--- src/rtl/seq_pattern_tx_if.sv ---
// Interface for the serial pattern transmitter.
// The job request (start, abort, pattern, length, repeat_cnt) flows from master to slave.
// The serial stream and status flow back from slave to master.
interface seq_pattern_tx_if #(
    parameter int PAT_W = 8,
    parameter int RPT_W = 4
) ();
    localparam int LEN_W = $clog2(PAT_W + 1);

    logic             start;
    logic             abort;
    logic [PAT_W-1:0] pattern;
    logic [LEN_W-1:0] length;
    logic [RPT_W-1:0] repeat_cnt;
    logic             data_out;
    logic             data_valid;
    logic             frame_start;
    logic             busy;
    logic             done;
    logic [1:0]       state_out;

    // The requester side: it issues jobs and observes the stream.
    modport master (
        output start, abort, pattern, length, repeat_cnt,
        input  data_out, data_valid, frame_start, busy, done, state_out
    );

    // The transmitter side.
    modport slave (
        input  start, abort, pattern, length, repeat_cnt,
        output data_out, data_valid, frame_start, busy, done, state_out
    );
endinterface

--- src/rtl/seq_pattern_tx.sv ---
// Serial pattern transmitter.
// It sends the low `length` bits of a captured pattern MSB first, repeat_cnt+1 times.
// Frames are separated by a one-cycle gap, and a one-cycle done pulse follows the last frame.
// Every output is decoded from registered state only.
module seq_pattern_tx #(
    parameter int PAT_W = 8,
    parameter int RPT_W = 4
) (
    input  logic              clk,
    input  logic              reset,
    seq_pattern_tx_if.slave   bus
);
    localparam int LEN_W = $clog2(PAT_W + 1);
    localparam int IDX_W = $clog2(PAT_W);
    localparam logic [LEN_W-1:0] LEN_MAX = LEN_W'(PAT_W);

    typedef enum logic [1:0] {
        S_IDLE = 2'd0,
        S_SEND = 2'd1,
        S_GAP  = 2'd2,
        S_DONE = 2'd3
    } state_t;

    state_t           r_state;
    state_t           w_state_next;
    logic [PAT_W-1:0] r_pat;
    logic [LEN_W-1:0] r_len;
    logic [RPT_W-1:0] r_rpt;
    logic [IDX_W-1:0] r_idx;

    logic [LEN_W-1:0] w_len_eff;
    logic [IDX_W-1:0] w_idx_load;
    logic [IDX_W-1:0] w_idx_top;
    logic             w_launch;
    logic             w_last_bit;
    logic             w_more;

    // A length of zero, or one beyond the register width, means "use the whole register".
    assign w_len_eff  = (bus.length == '0 || bus.length > LEN_MAX) ? LEN_MAX : bus.length;
    assign w_idx_load = IDX_W'(w_len_eff - LEN_W'(1));
    assign w_idx_top  = IDX_W'(r_len - LEN_W'(1));
    // A simultaneous abort cancels the start request.
    assign w_launch   = bus.start && !bus.abort;
    assign w_last_bit = (r_idx == '0);
    assign w_more     = (r_rpt != '0);

    // State register
    always_ff @(posedge clk or posedge reset) begin
        if (reset) begin
            r_state <= S_IDLE;
        end else begin
            r_state <= w_state_next;
        end
    end

    // Next-state selection; abort overrides everything while a job is active.
    always_comb begin
        w_state_next = r_state;
        unique case (r_state)
            S_IDLE: if (w_launch) w_state_next = S_SEND;
            S_SEND: begin
                if (bus.abort)       w_state_next = S_IDLE;
                else if (w_last_bit) w_state_next = w_more ? S_GAP : S_DONE;
            end
            S_GAP:  w_state_next = bus.abort ? S_IDLE : S_SEND;
            S_DONE: w_state_next = S_IDLE;
            default: w_state_next = S_IDLE;
        endcase
    end

    // Job registers: captured once at launch, then only the bit index and remaining repeats move.
    always_ff @(posedge clk or posedge reset) begin
        if (reset) begin
            r_pat <= '0;
            r_len <= '0;
            r_rpt <= '0;
            r_idx <= '0;
        end else begin
            unique case (r_state)
                S_IDLE: begin
                    if (w_launch) begin
                        r_pat <= bus.pattern;
                        r_len <= w_len_eff;
                        r_rpt <= bus.repeat_cnt;
                        r_idx <= w_idx_load;
                    end
                end
                S_SEND: begin
                    if (!bus.abort) begin
                        if (!w_last_bit)  r_idx <= r_idx - IDX_W'(1);
                        else if (w_more)  r_rpt <= r_rpt - RPT_W'(1);
                    end
                end
                S_GAP:   r_idx <= w_idx_top;
                default: ;
            endcase
        end
    end

    // Output decode from the registered state and index.
    always_comb begin
        bus.data_out    = 1'b0;
        bus.data_valid  = 1'b0;
        bus.frame_start = 1'b0;
        bus.busy        = 1'b0;
        bus.done        = 1'b0;
        bus.state_out   = r_state;
        unique case (r_state)
            S_SEND: begin
                bus.data_out    = r_pat[r_idx];
                bus.data_valid  = 1'b1;
                bus.frame_start = (r_idx == w_idx_top);
                bus.busy        = 1'b1;
            end
            S_GAP:   bus.busy = 1'b1;
            S_DONE:  bus.done = 1'b1;
            default: ;
        endcase
    end
endmodule

--- src/flat_wrapper.sv ---
// flat-port wrapper written by rule: the top's interface ports become plain ports
module seq_pattern_tx_flat 
#(
    parameter int PAT_W = 8,
    parameter int RPT_W = 4
)
  (clk, reset, bus_start, bus_abort, bus_pattern, bus_length, bus_repeat_cnt, bus_data_out, bus_data_valid, bus_frame_start, bus_busy, bus_done, bus_state_out);
  seq_pattern_tx_if #(.PAT_W(PAT_W), .RPT_W(RPT_W)) bus_i ();
  input  logic clk;
  input  logic reset;
  input wire logic [$bits(bus_i.start)-1:0] bus_start;
  input wire logic [$bits(bus_i.abort)-1:0] bus_abort;
  input wire logic [$bits(bus_i.pattern)-1:0] bus_pattern;
  input wire logic [$bits(bus_i.length)-1:0] bus_length;
  input wire logic [$bits(bus_i.repeat_cnt)-1:0] bus_repeat_cnt;
  output wire logic [$bits(bus_i.data_out)-1:0] bus_data_out;
  output wire logic [$bits(bus_i.data_valid)-1:0] bus_data_valid;
  output wire logic [$bits(bus_i.frame_start)-1:0] bus_frame_start;
  output wire logic [$bits(bus_i.busy)-1:0] bus_busy;
  output wire logic [$bits(bus_i.done)-1:0] bus_done;
  output wire logic [$bits(bus_i.state_out)-1:0] bus_state_out;
  assign bus_i.start = bus_start;
  assign bus_i.abort = bus_abort;
  assign bus_i.pattern = bus_pattern;
  assign bus_i.length = bus_length;
  assign bus_i.repeat_cnt = bus_repeat_cnt;
  assign bus_data_out = bus_i.data_out;
  assign bus_data_valid = bus_i.data_valid;
  assign bus_frame_start = bus_i.frame_start;
  assign bus_busy = bus_i.busy;
  assign bus_done = bus_i.done;
  assign bus_state_out = bus_i.state_out;
  seq_pattern_tx #(.PAT_W(PAT_W), .RPT_W(RPT_W)) u_core (.clk(clk), .reset(reset), .bus(bus_i));
endmodule
--- config.mk ---
export PLATFORM = sky130hd
export DESIGN_NAME = seq_pattern_tx_flat
export DESIGN_NICKNAME = d
export VERILOG_FILES = /design/src/rtl/seq_pattern_tx_if.sv /design/src/rtl/seq_pattern_tx.sv /design/src/flat_wrapper.sv
export SDC_FILE = /design/constraint.sdc
export NUM_CORES = 1
export LEC_CHECK = 0
export ABC_AREA = 1
export BUFFER_PORTS_ARGS = -buffer_cell sky130_fd_sc_hd__buf_4
export CORE_ASPECT_RATIO = 1.5
export CORE_UTILIZATION = 45
export CTS_CLUSTER_DIAMETER = 80
export DETAILED_ROUTE_END_ITERATION = 12
export PLACE_DENSITY = 0.68
export SLEW_MARGIN = 20
export SYNTH_ARGS = -nofsm -noshare
export SYNTH_HDL_FRONTEND = slang
export SYNTH_SLANG_ARGS = --single-unit
--- constraint.sdc ---
create_clock -name clk -period 1.9 [get_ports clk]
set_input_delay 0.38 -clock clk [delete_from_list [all_inputs] [get_ports clk]]
set_output_delay 0.38 -clock clk [all_outputs]
set_load 0.02 [all_outputs]
==> results of run 1 <==
[Yosys cell counts]
| cell type | number |
|---|---|
| ha_1 | 9 |
| inv_2 | 2 |
| buf_4 | 1 |
| xnor2_1 | 1 |
| buf_2 | 1 |
| mux2_4 | 4 |
| nand2_1 | 56 |
| nor2_1 | 5 |
| inv_1 | 20 |
| nand3_2 | 2 |
| o2111ai_1 | 1 |
| xor2_1 | 1 |
| o21ai_0 | 13 |
| o21ai_1 | 2 |
| dfrtp_1 | 20 |
| a21oi_1 | 4 |
| mux2_2 | 4 |
| nor2_2 | 1 |
| nand3_1 | 13 |
| a21oi_2 | 1 |
| buf_6 | 2 |
| nand4_1 | 5 |
[worst register-to-register path, cell delays in order (launching register included)]
cell and delay [ps]:
dfrtp_2 460, inv_1 120, ha_1 250, nand3_2 330, mux2_4 420
[state kept, by name, summed over array words and instances (netlist names)]
| name | flops |
|---|---|
| u_core.r_pat | 8 |
| u_core.r_rpt | 4 |
| u_core.r_idx | 3 |
| u_core.r_len | 3 |
| u_core.bus.state_out | 2 |
[kinds of logic after synthesis]
family                   synth area share (%)
flip-flops                               38.0
buffers and inverters                    8.93
multiplexers                             7.98
AO/OA/AOI/OAI                            8.55
AND/OR/NAND/NOR                          26.7
XOR/XNOR                                 1.33
adder cells (fa/ha/maj)                  8.55
[cell type report]
cell class | count | area (um2) | area share, %
clock inverter | 1 | 30.0 | 1.80
inverter | 22 | 82.6 | 4.95
tap | 37 | 46.3 | 2.77
sequential | 20 | 502 | 30.1
timing repair buffer | 31 | 233 | 13.9
clock buffer | 3 | 41.3 | 2.47
multi-input combinational | 122 | 734 | 44.0
[repair_timing]
action                     in CTS  in global routing
resized for setup               3                  3
setup buffers                   2                  0
setup endpoints to repair       1                  2
hold buffers                    0                  0
[layer usage]
| metal | share of wire, % | routed length, um | GRT usage, % |
|---|---|---|---|
| met1 | 39 | 1150 | 19.9 |
| met2 | 57 | 1670 | 39.6 |
| met3 | 1.7 | 50 | 2.37 |
| met4 | 2.2 | 66 | 11.0 |
| met5 | 0 | 0 | 0 |
[power breakdown]
part / internal, mW / switching [mW] / leakage [nW]
combinational: 0.697 / 0.898 / 0.613
sequential: 0.633 / 0.189 / 0.244
clock: 0.281 / 0.147 / 0.0357
[worst min path at each step]
stage                     startpoint                             endpoint  slack [ps]  cells after the start
after CTS                      reset          u_core.r_rpt[0]$_DFFE_PP0P_         150                      3
after floorplan                reset  u_core.bus.state_out[0]$_DFFE_PP0P_         340                      1
after detailed placement       reset          u_core.r_pat[4]$_DFFE_PP0P_         440                      3
after global placement         reset          u_core.r_pat[5]$_DFFE_PP0P_         430                      3
final                          reset          u_core.r_pat[4]$_DFFE_PP0P_         140                      3
after global routing           reset          u_core.r_pat[5]$_DFFE_PP0P_         160                      3
[layout by cell type, fill, tap and decap left out]
cell type / count
nand2_1: 56
buf_4: 31
dfrtp_1: 19
inv_1: 17
nand3_1: 13
o21ai_0: 13
ha_1: 7
inv_2: 5
nand4_1: 5
nor2_1: 4
mux2_4: 4
a21oi_1: 4
mux2_2: 4
clkbuf_8: 3
o21ai_1: 2
nor2_2: 2
nand3_2: 2
ha_4: 2
a21oi_2: 1
xnor2_2: 1
o2111ai_1: 1
xor2_1: 1
bufinv_16: 1
dfrtp_2: 1
[through the flow]
stage               total power [mW]  instances
floorplan                       1.95        168
global placement                2.28        230
detailed placement              2.33        230
CTS                             2.84        236
global route                    3.10        236
finish                          2.85        236
==> qor.yml, run 1 <==
sta:
  relSlewSlack_pct: 75.9
  setup_viol: 0
  skew_ps: 5.00
  post-route-period-util_pct: 97.7
  whs_ps: 135
  maxClockFrequency_mhz: 539
  timing.final.ws_setup_ps: 43.5
  fin_crit_ps: 1860
  worst_slew_pin_slew_ps: 362
  rsz0062_at_grt: "false"
  tns_ps: 0
  hold_viol_final: 0
  slew_viol_final: 0
critical_path:
  r2r_end: "u_core.r_pat[2]$_DFFE_PP0P_"
  critPathLaunch: "u_core.r_len[1]$_DFFE_PP0P_"
  cp-end-kind: "output port"
  r2r_cells: 4
  ff2ff_setup_slack_ps: 220
  startpoint_type: "register"
  crit_end: "bus_frame_start"
  r2r_start: "u_core.bus.state_out[0]$_DFFE_PP0P_"
  crit_cells: 6
  crit_slowest_cell: "dfrtp_1"
  crit_family: "flip-flops"
  required_ps: 1520
  cp_max_fo: 3
  crit_chain: "inv_1 > ha_4 > a21oi_1 > o2111ai_1 > nor2_2 > buf_4"
  crit_arrival_ps: 1480
  worstSetupPathType: "register to output port"
  crit_buf_inv: 2
  critPathMaxStageDelay_ps: 380
die:
  start_util_pct: 48.2
  rows: 23
  die_area_um2: 3150
  die-width_um: 46.2
  coreArea_um2: 2730
  io_pins: 27
  die_h_um: 68.3
detailed_routing:
  vias: 1196
  dr.pass1.iters: 4
  wire_per_inst_um: 12.5
  first_iter_violations: 34
  vias_per_cell: 5.07
  drt_wl_total_mm: 2.94
  drcViolationCount: 0
  ant_nets: 0
global_routing:
  antenna_found_initial: 0
  grt_max_degree: 21
  grt_pass1_wl_mm: 4.51
  grt_pass1_vias: 1103
  grt.overflow.total: 0
  grt.total_usage_pct: 20.5
clock_network:
  cts_buffers: 3
  cts_sinks: 20
  h-tree-depth: 1
  root_buffer: "clkbuf_8"
  clkTransAtPathRegs_ps: 80
  cts_tree: "done"
  clockBufferDepth: 2
  clock_latency_ps: 260
run_status:
  status: "complete, no violations"
final_layout:
  final_cell_area_um2: 1670
  insertedDiodeCount: 0
  nets: 229
  fin_util_pct: 61.1
  areaGrowthSynthToFinish_pct: 26.7
  final_layout_size_suffix_gt1_share_pct: 28.6
  fillers: 244
synth:
  ys_seq_elements: 20
  synth_nets: 197
  ys_types: 22
  synth_cells: 168
  yosysTopAreaCell: "dfrtp_1"
  synth_top_area_share_pct: 38.0
  ys_seq_area_share_pct: 38.0
  syn_area_um2: 1320
  synth_warnings: 0
  synth_area_leaders: "dfrtp_1, nand2_1, ha_1"
  syn-mean-instance-area_um2: 7.84
power:
  p_leak_nw: 0.893
  vdd_drop_max_uv: 820
  power_density_nw_per_um2: 1700
run:
  drv_cap: 0
placed_design:
  dpl-instance-area_um2: 1560
  place_hpwl_mm: 2.26
  port_buffers: 26
  gp_congestion: 0.967
  place_ws_ps: 200
min_path:
  hold_path.class: "input port to async pin"
No activity file was read; power rests on OpenSTA's default activity.
==> inputs of run 2 (changes only) <==
clock period = 2.1 ns   (was 1.9 ns; I/O delays follow)
==> run 2 against run 1 <==
Compared with the run above:
- clock skew rose by 3.4 ps
- sequential share of layout area grew 0.55 points
- first-iteration DRC count rose by 24%
- critical path depth stayed put
- non-clock buffer count is 1 lower
- routed wire length decreased by 4.3%
- global-route usage rose by 0.26 points
- worst setup slack better by 86 ps
- combinational power decreased by 14%
- via count up 0.67%
- power fell by 12%
- cell count is 0.42% lower
==> qor.yml, run 2 (synthesis results as in run 1) <==
critical_path:
  required_ps: 1680  # was 1520 ps
  crit_chain: "inv_1 > ha_1 > a21oi_2 > o2111ai_2 > nor2_2 > buf_4"  # was inv_1 > ha_4 > a21oi_1 > o2111ai_1 > nor2_2 > buf_4
  ff2ff_setup_slack_ps: 320  # was 220 ps
  crit_end: "bus_frame_start"  # unchanged
  crit_buf_inv: 2  # unchanged
  r2r_cells: 8  # was 4
  critPathLaunch: "u_core.r_len[0]$_DFFE_PP0P_"  # was u_core.r_len[1]$_DFFE_PP0P_
  cp-end-kind: "output port"  # unchanged
  crit_slowest_cell: "dfrtp_1"  # unchanged
  r2r_start: "u_core.bus.state_out[0]$_DFFE_PP0P_"  # unchanged
  cp_max_fo: 3  # unchanged
  crit_arrival_ps: 1550  # was 1480 ps
  crit_family: "flip-flops"  # unchanged
  crit_cells: 6  # unchanged
  worstSetupPathType: "register to output port"  # unchanged
  r2r_end: "u_core.r_idx[1]$_DFFE_PP0P_"  # was u_core.r_pat[2]$_DFFE_PP0P_
  startpoint_type: "register"  # unchanged
  critPathMaxStageDelay_ps: 350  # was 380 ps
final_layout:
  insertedDiodeCount: 0  # unchanged
  nets: 228  # was 229
  fillers: 262  # was 244
  final_cell_area_um2: 1640  # was 1670 um2
  largest_register: "u_core.r_pat"  # unchanged
  mostFrequentLayoutCells: "nand2_1, buf_4, inv_1, dfrtp_1"  # was nand2_1, buf_4, dfrtp_1, inv_1
  seqCellArea_um2: 502  # unchanged
  multiInputGateArea_um2: 712  # was 734 um2
  final_common_cell: "nand2_1"  # unchanged
  areaGrowthSynthToFinish_pct: 24.4  # was 26.7%
  final_layout_size_suffix_gt1_share_pct: 26.8  # was 28.6%
  largest_register_ffs: 8  # unchanged
  reg.largest.list: "u_core.r_pat x8, u_core.r_rpt x4"  # unchanged
power:
  vdd_drop_max_uv: 771  # was 820 uV
  p_leak_nw: 0.881  # was 0.893 nW
  total_power_mw: 2.50  # was 2.85 mW
  power_density_nw_per_um2: 1520  # was 1700 nW/um2
sta:
  skew_ps: 8.39  # was 5.00 ps
  fin_crit_ps: 1970
  relSlewSlack_pct: 46.5  # was 75.9%
  maxClockFrequency_mhz: 507
  setup_viol: 0  # unchanged
  rsz0062_at_grt: "false"  # unchanged
  post-route-period-util_pct: 93.9
  tns_ps: 0  # unchanged
  slew_viol_final: 0  # unchanged
  worst_slew_pin_slew_ps: 802  # was 362 ps
  hold_viol_final: 0  # unchanged
global_routing:
  grt.overflow.total: 0  # unchanged
  grt_pass1_vias: 1140  # was 1103
  grt_max_degree: 21  # unchanged
  grt.total_usage_pct: 20.8  # was 20.5%
  antenna_found_initial: 0  # unchanged
  grt_pass1_wl_mm: 4.75  # was 4.51 mm
run_status:
  status: "complete, no violations"  # unchanged
clock_network:
  hold_buffers: 0  # unchanged
  cts_sinks: 20  # unchanged
  root_buffer: "clkbuf_8"  # unchanged
  h-tree-depth: 1  # unchanged
  cts_tree: "done"  # unchanged
  clock_latency_ps: 260  # about the same
  clkTransAtPathRegs_ps: 80  # about the same
  clockBufferDepth: 2  # unchanged
  cts_buffers: 3  # unchanged
placed_design:
  gp_congestion: 0.920  # was 0.967
  dpl-instance-area_um2: 1540  # was 1560 um2
  port_buffers: 26  # unchanged
  place_hpwl_mm: 2.16  # was 2.26 mm
detailed_routing:
  drcViolationCount: 0  # unchanged
  vias: 1204  # was 1196
  wire_per_inst_um: 12.0  # was 12.5 um
  drt_wl_total_mm: 2.81  # was 2.94 mm
  first_iter_violations: 42  # was 34
  vias_per_cell: 5.12  # was 5.07
  dr.pass1.iters: 4  # unchanged
  ant_nets: 0  # unchanged
die:
  coreArea_um2: 2730  # unchanged
  die_h_um: 68.3  # unchanged
  rows: 23  # unchanged
  start_util_pct: 48.2  # unchanged
  die-width_um: 46.2  # unchanged
  io_pins: 27  # unchanged
  die_area_um2: 3150  # unchanged
run:
  drv_cap: 0  # unchanged
min_path:
  hold_path.class: "input port to async pin"  # unchanged
run 2: worst min path at each step:
stage                                     start                                   to  slack, ps  depth (start not counted)
finish                                    reset          u_core.r_rpt[2]$_DFFE_PP0P_        310                          2
global route                              reset          u_core.r_rpt[2]$_DFFE_PP0P_        370                          2
CTS                                       reset          u_core.r_pat[4]$_DFFE_PP0P_        330                          2
detailed placement  u_core.r_rpt[1]$_DFFE_PP0P_          u_core.r_rpt[1]$_DFFE_PP0P_        470                          2
global placement    u_core.r_rpt[1]$_DFFE_PP0P_          u_core.r_rpt[1]$_DFFE_PP0P_        480                          2
floorplan                                 reset  u_core.bus.state_out[0]$_DFFE_PP0P_        380                          1
run 2: per-stage QoR:
stage / std cells / utilization [%] / hold WS (ps) / setup slack (ps)
final: 235 / 60.0 / 307 / 129
after global routing: 235 / 60.0 / 366 / 20.6
after CTS: 233 / 59.0 / 329 / 63.2
after detailed placement: 229 / 56.4 / 469 / 274
after global placement: 229 / 56.4 / 475 / 370
after floorplan: 168 / - / 384 / 30.9
run 2: power breakdown:
group	switching (mW)	total, mW	internal, mW
logic	0.799	1.38	0.585
clock network	0.132	0.386	0.254
registers	0.157	0.728	0.571
run 2: per-layer routing:
layer,wire length (um),GRT usage [%],vias to the layer above
met1,1150,23.0,577
met2,1580,38.4,20
met5,0,0,-
met4,19,7.35,0
met3,61,3.17,2
li1,-,-,605
run 2: timing repair:
item                                   4_1_cts  5_1_grt
buffers inserted                             0        2
endpoints found under the hold margin        0        0
setup endpoints to repair                    0        2
gates resized for setup                      0        4
run 2: cell type report:
type,count,area share (%)
clock inverter,1,1.83
tap,37,2.82
inverter,22,5.04
sequential,20,30.6
timing repair buffer,30,13.7
multi-input combinational,122,43.4
clock buffer,3,2.52
run 2: worst register-to-register path: stages (launching register included):
cell and delay [ps]:
dfrtp_1 430, ha_1 230, buf_4 190, o21ai_0 250, inv_1 70, ha_1 280, nand2_1 70, nand2_1 40
o21ai_0 150
